--- config.mk ---
export PLATFORM = sky130hd
export DESIGN_NAME = omem_drain
export DESIGN_NICKNAME = d
export VERILOG_FILES = /design/src/rtl/mac_pkg.sv /design/src/rtl/omem_addr_gen.sv /design/src/rtl/omem_drain.sv
export SDC_FILE = /design/constraint.sdc
export NUM_CORES = 1
export LEC_CHECK = 0
export BUFFER_PORTS_ARGS = -buffer_cell sky130_fd_sc_hd__buf_2
export CAP_MARGIN = 20
export CORE_UTILIZATION = 33
export CTS_CLUSTER_SIZE = 25
export DETAILED_ROUTE_END_ITERATION = 12
export GPL_TIMING_DRIVEN = 0
export HOLD_SLACK_MARGIN = 0.15
export PLACE_DENSITY_LB_ADDON = 0.2
export SLEW_MARGIN = 10
export SYNTH_ARGS = -nofsm -noshare
export SYNTH_HDL_FRONTEND = slang
export SYNTH_SLANG_ARGS = --single-unit
--- constraint.sdc ---
create_clock -name CLK -period 2.07 [get_ports CLK]
set_input_delay 0.3105 -clock CLK [delete_from_list [all_inputs] [get_ports CLK]]
set_output_delay 0.3105 -clock CLK [all_outputs]
set_load 0.02 [all_outputs]
--- src/rtl/mac_pkg.sv ---
// Shared definitions for the MAC-array output memory (OMem).
// Holds the tile geometry, the drain FSM state type, the MNT legality check
// and the element-to-word address map. The array controller (writer side)
// and omem_drain (reader side) both use omem_addr() so the layout cannot drift.
package mac_pkg;

  localparam int TILE       = 4;   // lanes per OMem word
  localparam int MAX_DIM    = 8;   // largest M, N or T
  localparam int OMEM_DEPTH = 16;  // words in OMem

  typedef enum logic [2:0] {
    S_IDLE,
    S_RD,
    S_LD,
    S_EMIT,
    S_CLR,
    S_FIN
  } drain_state_t;

  // One dimension is legal when it is in 1..MAX_DIM.
  function automatic logic dim_ok(input logic [3:0] d);
    return (d != 4'd0) && (d <= 4'(MAX_DIM));
  endfunction

  // MNT = {M, N, T}; all three must be legal even though only M and T
  // shape the drain.
  function automatic logic mnt_legal(input logic [11:0] mnt);
    return dim_ok(mnt[11:8]) && dim_ok(mnt[7:4]) && dim_ok(mnt[3:0]);
  endfunction

  // Element (r,c) lives in word {r[2], c[2], r[1:0]}, lane c[1:0]:
  // each 4x4 tile occupies four consecutive words, one per row.
  function automatic logic [3:0] omem_addr(input logic [2:0] r, input logic [2:0] c);
    return {r[2], c[2], r[1:0]};
  endfunction

endpackage

--- src/rtl/omem_addr_gen.sv ---
// Row/column walker for the OMem drain.
// Ports:
//   CLK, RSTN      clock, asynchronous active-low reset
//   init           restart at element (0,0)
//   advance        step to the next element in row-major order
//   m_last,t_last  M-1 and T-1 as 3-bit values
//   addr, lane     OMem word and lane of the current element
//   word_end       current element is the last one needed from its word
//   last           current element is (M-1, T-1)
module omem_addr_gen
  import mac_pkg::*;
(
  input  logic       CLK,
  input  logic       RSTN,
  input  logic       init,
  input  logic       advance,
  input  logic [2:0] m_last,
  input  logic [2:0] t_last,
  output logic [3:0] addr,
  output logic [1:0] lane,
  output logic       word_end,
  output logic       last
);

  logic [2:0] row;
  logic [2:0] col;

  // NOTE: sequential state is updated with non-blocking assignments so every
  // flop samples the pre-edge values, independent of statement order.
  always_ff @(posedge CLK or negedge RSTN) begin
    if (!RSTN) begin
      row <= '0;
      col <= '0;
    end else if (init) begin
      row <= '0;
      col <= '0;
    end else if (advance) begin
      if (col == t_last) begin
        col <= '0;
        row <= row + 3'd1;
      end else begin
        col <= col + 3'd1;
      end
    end
  end

  assign addr     = omem_addr(row, col);
  assign lane     = col[1:0];
  // A word runs out at lane 3, or earlier when the row ends inside it.
  assign word_end = (col == t_last) || (col[1:0] == 2'd3);
  assign last     = (row == m_last) && (col == t_last);

endmodule

--- src/rtl/omem_drain.sv ---
// Reader side of the MAC-array output memory.
// Streams the M x T result matrix out of OMem in row-major order, one element
// per valid/ready handshake, and optionally zeroes each word once drained.
// Ports:
//   CLK, RSTN              clock, asynchronous active-low reset
//   Start, MNT             start pulse and {M,N,T} sampled with it
//   ORdEn, ORdAddr         OMem read request; ORdData returns one cycle later
//   OClrEn, OClrAddr       OMem write-zero strobe (CLR_ON_READ=1 only)
//   OutData/Valid/Ready    element stream; OutLast marks (M-1,T-1)
//   Busy, Done, Err        status; Done pulses at the end, Err with it on illegal MNT
module omem_drain
  import mac_pkg::*;
#(
  parameter int DW          = 16,
  parameter int CLR_ON_READ = 1
) (
  input  logic               CLK,
  input  logic               RSTN,
  input  logic               Start,
  input  logic [11:0]        MNT,
  output logic               ORdEn,
  output logic [3:0]         ORdAddr,
  input  logic [TILE*DW-1:0] ORdData,
  output logic               OClrEn,
  output logic [3:0]         OClrAddr,
  output logic [DW-1:0]      OutData,
  output logic               OutValid,
  input  logic               OutReady,
  output logic               OutLast,
  output logic               Busy,
  output logic               Done,
  output logic               Err
);

  drain_state_t state, state_nxt;

  logic [2:0]    m_last, t_last;
  logic          err_q;
  logic          last_q;      // the word just drained held the final element
  logic [3:0]    clr_addr_q;  // counters have moved on by the CLR cycle
  logic [DW-1:0] word_buf [TILE];

  logic [3:0] addr;
  logic [1:0] lane;
  logic       word_end, last;
  logic       start_ok, hs;

  assign start_ok = (state == S_IDLE) && Start && mnt_legal(MNT);
  assign hs       = (state == S_EMIT) && OutReady;

  omem_addr_gen u_addr_gen (
    .CLK      (CLK),
    .RSTN     (RSTN),
    .init     (start_ok),
    .advance  (hs),
    .m_last   (m_last),
    .t_last   (t_last),
    .addr     (addr),
    .lane     (lane),
    .word_end (word_end),
    .last     (last)
  );

  always_ff @(posedge CLK or negedge RSTN) begin
    if (!RSTN) begin
      state      <= S_IDLE;
      m_last     <= '0;
      t_last     <= '0;
      err_q      <= 1'b0;
      last_q     <= 1'b0;
      clr_addr_q <= '0;
    end else begin
      state <= state_nxt;
      // MNT is only looked at in IDLE, so a Start while busy is ignored.
      if (state == S_IDLE && Start) begin
        err_q  <= !mnt_legal(MNT);
        m_last <= 3'(MNT[11:8] - 4'd1);
        t_last <= 3'(MNT[3:0] - 4'd1);
      end
      if (hs && word_end) begin
        clr_addr_q <= addr;
        last_q     <= last;
      end
    end
  end

  // NOTE: the word buffer is only four registers, so it is reset like any
  // other flop; a large RAM-style array would be left without reset.
  always_ff @(posedge CLK or negedge RSTN) begin
    if (!RSTN) begin
      for (int k = 0; k < TILE; k++) word_buf[k] <= '0;
    end else if (state == S_LD) begin
      for (int k = 0; k < TILE; k++) word_buf[k] <= ORdData[k*DW +: DW];
    end
  end

  // NOTE: every signal driven here gets a default first, which keeps the
  // block free of inferred latches whatever path the case takes.
  always_comb begin
    state_nxt = state;
    ORdEn     = 1'b0;
    ORdAddr   = '0;
    OClrEn    = 1'b0;
    OClrAddr  = '0;
    OutValid  = 1'b0;
    OutData   = '0;
    OutLast   = 1'b0;
    Busy      = 1'b0;
    Done      = 1'b0;
    Err       = 1'b0;
    unique case (state)
      S_IDLE: begin
        if (Start) state_nxt = mnt_legal(MNT) ? S_RD : S_FIN;
      end
      S_RD: begin
        Busy      = 1'b1;
        ORdEn     = 1'b1;
        ORdAddr   = addr;
        state_nxt = S_LD;
      end
      S_LD: begin
        Busy      = 1'b1;
        state_nxt = S_EMIT;
      end
      S_EMIT: begin
        Busy     = 1'b1;
        OutValid = 1'b1;
        OutData  = word_buf[lane];
        OutLast  = last;
        if (OutReady && word_end) begin
          if (CLR_ON_READ != 0) state_nxt = S_CLR;
          else                  state_nxt = last ? S_FIN : S_RD;
        end
      end
      S_CLR: begin
        Busy      = 1'b1;
        OClrEn    = (CLR_ON_READ != 0);
        OClrAddr  = clr_addr_q;
        state_nxt = last_q ? S_FIN : S_RD;
      end
      S_FIN: begin
        Done      = 1'b1;
        Err       = err_q;
        state_nxt = S_IDLE;
      end
      default: state_nxt = S_IDLE;
    endcase
  end

endmodule

After elaboration in Yosys (flattened, before gate mapping)
Index checks and enable logic that the tools add are counted.
{ "word_totals": {"regBits": 85, "in_bits": 80, "output_inout_bits": 31, "word_cells": 77} }
{ "classes": {"add_sub_neg": 4, "magnitude_cmp": 4, "n_eq_ne": 10, "n_mux": 24, "bitwise_logic": 1, "n_reduce_logical": 22} }
{ "op_table": {"columns": ["operator", "count"], "rows": [
  ["16-bit 2-to-1 mux", 3],
  ["16-bit binary-select mux with 2-bit select", 1],
  ["3-bit 2-to-1 mux", 10],
  ["3-bit case mux with 5 select lines", 1],
  ["4-bit less-or-equal comparator, second input constant", 3],
  ["4-bit nonzero test", 3],
  ["1-bit logical AND", 11],
  ["4-bit 2-to-1 mux", 2],
  ["1-bit 2-to-1 mux", 7],
  ["3-bit by 1-bit adder with 3-bit output, second input constant", 2],
  ["3-bit by 2-bit equality test with 1-bit output, second input constant", 2],
  ["3-bit equality test", 2],
  ["3-bit equality test, second input constant", 2],
  ["3-bit by 1-bit subtractor with 3-bit output, second input constant", 2],
  ["2-bit AND reduction", 2],
  ["2-bit nonzero test", 2],
  ["4-bit OR reduction", 1],
  ["3-bit by 1-bit equality test with 1-bit output, second input constant", 1],
  ["3-bit >= comparator, second input constant", 1],
  ["3-bit logical NOT", 1],
  ["2-bit NOT with 3-bit output", 1],
  ["2-bit equality test, second input constant", 1],
  ["2-bit by 1-bit != test with 1-bit output, second input constant", 1],
  ["2-bit != test, second input constant", 1],
  ["other kinds (2)", 2]
]} }

Logic depth before layout (Yosys ltp)
Gate-level depths: netlist of the first run.
{ "logic_depth": {"depth_word": 7, "depth_mapped": 7, "ltp_nobuf": 6} }

Hierarchy
Synthesis of the first run repeated with hierarchy kept, for this count alone.
{ "unflattened": {"hier_cells": 304, "area_unflattened_um2": 4222.8} }
{ "by_module_without_submodules": {"columns": ["module", "n_inst", "cells_per_inst", "area_each_um2", "seq_area_each_um2"], "rows": [
  ["omem_drain", 1, 262, 3769.9, 1976.9],
  ["omem_addr_gen", 1, 42, 452.9, 150.1]
]} }

Worst setup path after synthesis of the first run
No wires, ideal clock.
{ "synth_path": {"kind": "register to output", "start": "register u_addr_gen.col[1]", "end": "output port OutLast", "arrival_ns": 1.604, "required_ns": 1.760, "path_slack_ns": 0.155, "stages_incl_launch_ff": 5, "path_cell_list": "dfrtp_1 buf_6 xor2_1 or3_1 nor4_2"} }
{ "synth_via": {"elab_chain_len": 3} }
{ "synth_rtl": {"columns": ["item", "line_no", "text"], "rows": [
  ["from (decl)", "omem_addr_gen.sv:26", "logic [2:0] col;"],
  ["from (signal assigned)", "omem_addr_gen.sv:42", "col <= col + 3'd1;"],
  ["3-bit equality test", "omem_addr_gen.sv:51", "assign last = (row == m_last) && (col == t_last);"],
  ["1-bit logical AND", "omem_addr_gen.sv:51", null],
  ["1-bit 2-to-1 mux", "omem_drain.sv:111", "unique case (state)"],
  ["to (decl)", "omem_drain.sv:29", "output logic OutLast,"]
]} }
Every way passes these cells.

Worst setup path after layout of the first run
Ends and elaborated chain as after synthesis.

==> flow_metrics.py, run 1 <==
metrics = {
    "outcome": {
        "status": "complete, but fails checks",
        "violations": "setup timing",
    },
    "worst_setup_path": {
        "worst-setup-path-type": "register to output pin",
        "worst_setup_path_end_kind": "output pin",
        "crit_arrival_ns": 1.88,
        "cp.required_ns": 1.76,
        "start_kind": "register",
        "path_max_fanout": 2,
    },
    "global_routing": {
        "grt_max_degree": 51,
        "grt_use_met2_pct": 28.1,
        "grt.busiest_layer": "met2",
        "use_met3_pct": 5.41,
        "grt_pass1_wl_um": 16100,
        "first_global_vias": 3088,
        "grt_use_total_pct": 16.8,
        "grt_util_met1_pct": 20.6,
        "gr-total-overflow": 0,
        "antenna_found_initial": 1,
    },
    "yosys": {
        "yosys_warnings": 0,
        "yosys_register_bits": 85,
        "ys_types": 37,
        "synth_edf_count": 0,
        "yosys-top-cells-count": "dfrtp_1 (85), mux2_2 (68), nor2b_1 (19)",
        "yosysSeqAreaShare_pct": 52.3,
        "synthMostInstantiatedCell": "dfrtp_1",
        "yosysTopAreaCell": "dfrtp_1",
        "synthArstFlopShare_pct": 100,
        "avgSynthCellArea_um2": 13.6,
        "ys_top_cells_by_area": "dfrtp_1 (52%), mux2_2 (19%), mux4_2 (6.6%), nor2b_1 (2.9%), mux4_1 (2.6%)",
        "synthCells": 298,
        "synth_ff_type": "dfrtp_1",
        "syn-num-nets": 382,
        "synthDominantCellAreaShare_pct": 52.3,
        "syn-cell-area_um2": 4070,
    },
    "floorplanning": {
        "io_pins": 111,
        "die-area_um2": 12800,
        "dieWidth_um": 113,
        "core-area_um2": 12000,
        "initial_core_util_pct": 33.9,
        "rows": 40,
        "fp.dieH_um": 113,
    },
    "detailed_routing": {
        "routed_wl_um": 9920,
        "vias_per_cell": 4.86,
        "dr.pass1.iters": 4,
        "num_vias": 2873,
        "ant_nets": 0,
        "drtIter0Drc": 115,
        "post_drt_wl_per_cell_um": 16.8,
        "drc": 0,
    },
    "clock_tree": {
        "cts_buffer_depth": 2,
        "htreeDepth": 3,
        "clk_latency_ns": 0.34,
        "numCtsBuffers": 9,
        "clockRootBuffer": "clkbuf_16",
        "cts_tree": "done",
        "cts_num_sinks": 85,
        "path_clk_slew_ns": 0.06,
    },
    "power_and_ir_drop": {
        "p_per_area_nw_per_um2": 1770,
        "leakage_nw": 2.56,
        "irDropWorstVdd_uv": 740,
    },
    "placement": {
        "hpwl_um": 6760,
        "place_congestion": 0.728,
        "port_buffers": 110,
        "placed_cells": 556,
    },
    "final_layout": {
        "layout.cells.non_filler": 591,
        "syn2layout_area_growth_pct": 38.0,
        "drive_gt1_share_pct": 59.0,
        "nets": 523,
        "antenna_cells": 0,
    },
    "sta": {
        "finClkSkew_ns": 0.00665,
        "rsz0062_at_grt": "true",
        "period_share_pct": 106,
        "drv_slew": 0,
        "setup_viol": 16,
        "tightest_slew_ns": 0.668,
        "fmax_mhz": 456,
        "tns_ns": -0.585,
        "hold_viol_final": 0,
        "min_period_ns": 2.19,
        "maxSlewHeadroom_pct": 55.5,
        "fin_ws_ns": -0.123,
    },
    "min_path": {
        "min_path_type": "input pin to register",
    },
    "run": {
        "cap_violations": 0,
    },
}
==> kinds of logic after synthesis <==
group	count (synthesis)	share of synthesized area, %
and+or+nand+nor	68	9.75
muxes	85	28.3
adders and majority gates	4	1.23
xor gates and xnor gates	13	2.80
AOI/OAI and AO/OA	18	2.71
buffers and inverters	25	2.89
DFF	85	52.3
==> metrics by stage <==
step | setup slack, ns | util, % | area, µm² | hold slack, ns | total power, mW
floorplan | 0.155 | - | 4070 | 0.0149 | 5.83
global placement | -0.121 | 40.0 | 4800 | 0.477 | 6.89
detailed placement | -0.0999 | 40.2 | 4820 | 0.392 | 6.97
CTS | -0.152 | 45.6 | 5480 | 0.187 | 9.63
global route | -0.186 | 46.7 | 5610 | 0.189 | 10.6
finish | -0.123 | 46.7 | 5610 | 0.200 | 9.93
==> power breakdown <==
group	total (mW)	internal [mW]	switching, mW
registers	2.99	2.50	0.482
clock network	1.74	1.09	0.644
logic	5.21	2.94	2.27
total	9.93	6.54	3.39
==> flip-flops by register name (all words and copies together), names as in the netlist <==
register / count
word_buf: 64
clr_addr_q: 4
m_last: 3
state: 3
t_last: 3
u_addr_gen.col: 3
u_addr_gen.row: 3
err_q: 1
last_q: 1
==> critical path, cell delays in order (launching register included) <==
cell and delay, ns:
dfrtp_1 0.40, buf_6 0.14, xor2_4 0.15, or3_4 0.40, nor4_4 0.26, buf_4 0.20
==> area by class of cell <==
type	count	area [µm²]
multi-input cells	188	1960
fillers	1139	6400
repair buffers	131	855
flip-flops and latches	85	2130
well taps	147	184
clock buffers	11	243
inverters	8	30.0
plain buffers	16	125
clock inverters	5	83.8
==> metal layers <==
layer / part of all wire [%] / vias to the layer above / wire length, µm
li1: - / 1342 / -
met1: 43 / 1446 / 4300
met2: 50 / 74 / 4920
met3: 6.0 / 11 / 591
met4: 1.2 / 0 / 116
met5: 0 / - / 0
==> final timing paths <==
path | startpoint | to | slack (ns) | cells after the start
worst max register to register | u_addr_gen.col[1] | clr_addr_q[2] | 0.15 | 6
worst min register to register | err_q | err_q | 0.50 | 2
min in group asynchronous | RSTN | t_last[2] | 0.55 | 2
worst min-delay path | ORdData[50] | word_buf[2] | 0.20 | 2
worst max-delay path | u_addr_gen.col[1] | OutLast | -0.12 | 5
max in group asynchronous | RSTN | word_buf[61] | 0.91 | 3
==> placed cells by master (no fill, tap or decap), drive strengths merged, types with 3 or more instances in the layout <==
master,count
ha,4
and3,4
mux2,68
xor2,4
mux4,16
nand2,6
or3,3
a21oi,8
nor2b,19
xnor2,9
buf,139
nor3b,3
dlygate4sd3,3
inv,8
nor2,13
clkbuf,16
and2,7
dfrtp,85
o21ai,4
==> repair_timing <==
action,in CTS,in global routing
pin swaps,4,1
cloned,0,1
resized for setup,56,30
endpoints found under the hold margin,51,0
buffers inserted,14,3
setup endpoints to repair,19,30
hold buffers,3,0
No activity file was read; power rests on OpenSTA's default activity.
==> inputs of run 2 (changes only) <==
Settings changed: PLACE_DENSITY from default to 0.62, PLACE_DENSITY_LB_ADDON 0.2 to default, RECOVER_POWER from default to 50.
==> run 2 against run 1 <==
Compared with the run above:
- the flow still finishes with violations (setup timing)
- flip-flop and latch count did not move
- sequential power is essentially flat
- count of clock-buffer cells in the layout increased by 1
- non-clock buffer count fell by 2
- die area unchanged
- via count rose by 1.1%
- critical path depth stayed put
- cell area is 4.9% lower
- register-to-register slack improved by 0.02 ns
- routed wire length shrank 1.6%
- core utilization fell by 2.3 points
==> flow_metrics.py, run 2 (same netlist as run 1, synthesis figures left out) <==
metrics = {
    "placement": {
        "placed_cells": 556,
        "place_congestion": 0.768,
        "placed_cell_area_um2": 4830,
        "hpwl_um": 6940,
        "port_buffers": 110,
        "post-place-ws_ns": -0.183,
    },
    "worst_setup_path": {
        "cp.required_ns": 1.76,
        "crit_family": "simple AND/OR/NAND/NOR gates",
        "worst_setup_path_end_kind": "output pin",
        "start_kind": "register",
        "path_max_fanout": 9,
        "r2r_slack_ns": 0.17,
        "cp_cell_sequence": "buf_12, xor2_1, or3_4, nor4_4, buf_4",
        "worstReg2RegStart": "state[2]",
        "slowest_stage": "dfrtp_1",
        "critical_path.max_stage_delay_ns": 0.41,
        "worst-setup-path-type": "register to output pin",
        "crit_arrival_ns": 1.84,
        "timing.rr.end": "clr_addr_q[3]",
        "path_buf_inv": 2,
        "r2r_cells": 6,
    },
    "final_layout": {
        "nets": 521,
        "largest_register_ffs": 64,
        "final_cell_mix": "buf_2 (114), dfrtp_1 (85), mux2_2 (68)",
        "drive_gt1_share_pct": 54.1,
        "antenna_cells": 0,
        "final_core_util_pct": 44.4,
        "largest_register": "word_buf",
        "layout.cells.non_filler": 589,
        "final_common_cell": "buf_2",
        "design_area_um2": 5340,
        "top_regs": "word_buf: 64 flops, clr_addr_q: 4 flops",
        "syn2layout_area_growth_pct": 31.3,
        "fillers": 1139,
    },
    "sta": {
        "maxSlewHeadroom_pct": 31.8,
        "fin_ws_ns": -0.0843,
        "hold_viol_final": 0,
        "finClkSkew_ns": 0.00444,
        "fmax_mhz": 464,
        "setup_viol": 14,
        "min_period_ns": 2.15,
        "tns_ns": -0.667,
        "period_share_pct": 104,
        "drv_slew": 0,
        "rsz0062_at_grt": "true",
        "tightest_slew_ns": 1.02,
        "timing.hold.ws_ns": 0.158,
    },
    "min_path": {
        "worstHoldStart": "MNT[0]",
        "min_to": "t_last[0]",
        "min_path_type": "input pin to register",
        "worstHoldPathCells": 2,
    },
    "detailed_routing": {
        "ant_nets": 0,
        "post_drt_wl_per_cell_um": 16.6,
        "num_vias": 2904,
        "vias_per_cell": 4.93,
        "routed_wl_um": 9760,
        "drtIter0Drc": 99,
        "dr.pass1.iters": 6,
        "drc": 0,
    },
    "global_routing": {
        "grt_use_total_pct": 16.8,
        "grt_pass1_wl_um": 15800,
        "antenna_found_initial": 0,
        "grt_max_degree": 46,
        "first_global_vias": 2967,
        "gr-total-overflow": 0,
    },
    "floorplanning": {
        "rows": 40,
        "dieWidth_um": 113,
        "die-area_um2": 12800,
        "core-area_um2": 12000,
        "io_pins": 111,
        "fp.dieH_um": 113,
        "initial_core_util_pct": 33.9,
    },
    "clock_tree": {
        "clockRootBuffer": "clkbuf_16",
        "clk_latency_ns": 0.34,
        "cts_num_sinks": 85,
        "htreeDepth": 3,
        "path_clk_slew_ns": 0.06,
        "cts_buffer_depth": 2,
        "cts_tree": "done",
        "numCtsBuffers": 9,
    },
    "outcome": {
        "status": "complete, but fails checks",
        "violations": "setup timing",
    },
    "power_and_ir_drop": {
        "p_per_area_nw_per_um2": 1690,
        "finalPower_mw": 9.03,
        "leakage_nw": 2.46,
        "irDropWorstVdd_uv": 565,
    },
    "run": {
        "cap_violations": 0,
    },
}
==> run 2: cell count changes in the layout (fill, tap and decap cells not counted), moves of 3 or more <==
cell / before / now
buf_2: 103 / 114
nor2b_1: 6 / 18
buf_6: 14 / 2
nor2b_4: 13 / 1
mux4_2: 16 / 13
mux4_1: 0 / 3
==> run 2: worst max path at each step <==
stage,start,to,cells past startpoint
floorplan,u_addr_gen.col[1],OutLast,4
global placement,state[0],OutData[14],5
detailed placement,state[0],OutData[1],5
CTS,u_addr_gen.col[0],OutData[3],5
global route,u_addr_gen.col[0],OutData[8],5
finish,u_addr_gen.col[0],OutLast,5
==> run 2: area by class of cell <==
cell class / count / area (µm²) / area share [%]
Inverter: 8 / 30.0 / 0.562
Tap cell: 147 / 184 / 3.45
Clock buffer: 12 / 246 / 4.62
Sequential cell: 85 / 2130 / 39.8
Clock inverter: 4 / 47.5 / 0.891
Buffer: 17 / 130 / 2.44
Multi-Input combinational cell: 188 / 1840 / 34.5
Timing Repair Buffer: 128 / 734 / 13.8
==> run 2: report_power, final <==
| part | internal (mW) | switching, mW |
|---|---|---|
| sequential | 2.50 | 0.453 |
| clock | 0.964 | 0.641 |
| combinational | 2.43 | 2.04 |
| total | 5.89 | 3.14 |
==> run 2: routing by layer <==
| metal | part of all wire, % | up-vias | wire (µm) | GRT usage, % |
|---|---|---|---|---|
| met2 | 49 | 70 | 4770 | 27.6 |
| met4 | 1.7 | 0 | 165 | 6.84 |
| li1 | - | 1353 | - | - |
| met5 | 0 | - | 0 | 0 |
| met1 | 45 | 1469 | 4420 | 21.6 |
| met3 | 4.2 | 12 | 409 | 3.70 |
==> run 2: repair_timing <==
item	4_1_cts	5_1_grt
hold buffers	2	0
cloned	0	1
resized for setup	20	4
pin swaps	2	0
endpoints found under the setup margin	22	19
endpoints found under the hold margin	41	0
buffers inserted	12	2
==> inputs of run 3 (changes only) <==
Settings changed: CTS_CLUSTER_SIZE 25 to 30, PLACE_DENSITY 0.62 to default, PLACE_DENSITY_LB_ADDON from default to 0.1.
==> run 3 against run 2 <==
Compared with the run above:
- the flow still finishes with violations (setup timing)
- non-clock buffer count is 3 lower
- fmax hardly changed
- first-iteration DRC count is 18% lower
- clock skew is 0.0025 ns higher
- critical path depth stayed put
- largest power group unchanged
- highest routed layer unchanged
==> flow_metrics.py, run 3 (same netlist as run 1, synthesis figures left out) <==
metrics = {
    "global_routing": {
        "grt_use_total_pct": 17.0,
        "first_global_vias": 2925,
        "gr-total-overflow": 0,
        "grt_pass1_wl_um": 16000,
        "grt_max_degree": 46,
        "antenna_found_initial": 0,
    },
    "final_layout": {
        "nets": 518,
        "multiInputGateArea_um2": 1840,
        "drive_gt1_share_pct": 54.1,
        "final_common_cell": "buf_2",
        "final_cell_mix": "buf_2 (112), dfrtp_1 (85), mux2_2 (68)",
        "top_regs": "word_buf: 64 flops, clr_addr_q: 4 flops",
        "antenna_cells": 0,
        "fillers": 1159,
        "largest_register_ffs": 64,
        "largest_register": "word_buf",
        "syn2layout_area_growth_pct": 32.2,
        "seq_area_um2": 2130,
    },
    "worst_setup_path": {
        "worst-setup-path-type": "register to output pin",
        "r2r_slack_ns": 0.11,
        "r2r_cells": 5,
        "cp.required_ns": 1.76,
        "start_kind": "register",
        "crit_path_end": "OutLast",
        "crit_arrival_ns": 1.84,
        "worst_setup_path_end_kind": "output pin",
        "timing.rr.end": "clr_addr_q[1]",
        "worstReg2RegStart": "u_addr_gen.col[0]",
        "startpoint": "u_addr_gen.col[0]",
        "path_max_fanout": 10,
    },
    "placement": {
        "place_congestion": 0.732,
        "hpwl_um": 6760,
        "port_buffers": 110,
    },
    "sta": {
        "fmax_mhz": 465,
        "drv_slew": 0,
        "tightest_slew_ns": 1.05,
        "period_share_pct": 104,
        "setup_viol": 14,
        "hold_viol_final": 0,
        "rsz0062_at_grt": "true",
        "fin_ws_ns": -0.0823,
        "maxSlewHeadroom_pct": 29.8,
        "min_period_ns": 2.15,
        "tns_ns": -0.671,
        "finClkSkew_ns": 0.00699,
    },
    "clock_tree": {
        "cts_buffer_depth": 2,
        "clockRootBuffer": "clkbuf_16",
        "cts_num_sinks": 85,
        "cts_tree": "done",
        "numCtsBuffers": 9,
        "clk_latency_ns": 0.34,
        "htreeDepth": 3,
        "path_clk_slew_ns": 0.06,
    },
    "min_path": {
        "min_path_type": "input pin to register",
        "worstHoldPathCells": 2,
        "worstHoldStart": "ORdData[20]",
    },
    "detailed_routing": {
        "routed_wl_um": 9900,
        "dr.pass1.iters": 4,
        "route.layer.met1.wl_um": 4380,
        "drtIter0Drc": 81,
        "wl_met3_um": 547,
        "drc": 0,
        "post_drt_wl_per_cell_um": 16.9,
        "num_vias": 2822,
        "ant_nets": 0,
        "vias_per_cell": 4.82,
        "routed.top_layer": "met4",
        "met2WireLength_um": 4790,
    },
    "floorplanning": {
        "fp.dieH_um": 113,
        "die-area_um2": 12800,
        "core-area_um2": 12000,
        "dieWidth_um": 113,
        "io_pins": 111,
        "rows": 40,
        "initial_core_util_pct": 33.9,
    },
    "run": {
        "cap_violations": 0,
    },
    "power_and_ir_drop": {
        "irDropWorstVdd_uv": 568,
        "p_per_area_nw_per_um2": 1720,
        "leakage_nw": 2.47,
        "finalPower_mw": 9.23,
    },
    "outcome": {
        "status": "complete, but fails checks",
        "violations": "setup timing",
    },
}
run 3: changes by cell type in the layout (fill, tap and decap cells not counted), sizes merged:
cell,previous run,this run
buf,136,132
bufinv,1,3
clkbuf,19,18
clkinv,2,1
clkinvlp,1,0
dlygate4sd3,2,3
run 3: worst min-delay path by stage:
stage	endpoint	slack, ns
after global placement	err_q	0.48
after CTS	word_buf[7]	0.19
after floorplan	clr_addr_q[0]	0.01
final	word_buf[36]	0.20
after detailed placement	err_q	0.34
after global routing	word_buf[10]	0.20
run 3: report_power, final:
| part | total (mW) | internal (mW) | switching, mW |
|---|---|---|---|
| Sequential | 2.96 | 2.50 | 0.461 |
| Combinational | 4.39 | 2.37 | 2.02 |
| Clock | 1.88 | 1.24 | 0.640 |
run 3: metal layers:
metal / vias up / global-route usage (%)
met5: - / 0
met4: 0 / 6.05
met3: 15 / 4.77
met2: 72 / 27.4
met1: 1397 / 21.9
li1: 1338 / -
run 3: through the flow:
stage / instance area (µm²) / hold slack (ns) / setup WS, ns / cells / utilization (%)
6_report: 5380 / 0.201 / -0.0823 / 585 / 44.8
5_1_grt: 5380 / 0.195 / -0.147 / 585 / 44.8
4_1_cts: 5350 / 0.189 / -0.111 / 583 / 44.5
3_5_place_dp: 4830 / 0.338 / -0.131 / 556 / 40.2
3_3_place_gp: 4800 / 0.478 / -0.151 / 555 / 40.0
2_1_floorplan: 4070 / 0.0149 / 0.155 / 298 / -
run 3: worst max-delay path, stage by stage (launching register included):
cell and delay [ns]:
dfrtp_1 0.41, buf_12 0.17, xor2_1 0.19, or3_4 0.37, nor4_4 0.18, buf_4 0.19
run 3: layout make-up:
cell class              instances  share of cell area, %
flip-flops and latches         85                   39.6
multi-input cells             188                   34.2
repair buffers                126                   13.5
clock buffers                  11                   4.70
well taps                     147                   3.42
plain buffers                  16                   2.28
clock inverters                 4                   1.77
inverters                       8                  0.559
run 3: what timing repair did:
item / in CTS / in global routing
gates resized for setup: 15 / 10
pin swaps: 2 / 0
setup endpoints to repair: 22 / 26
cloned: 0 / 1
endpoints found under the hold margin: 42 / 0
hold buffers: 3 / 0
setup buffers: 9 / 2
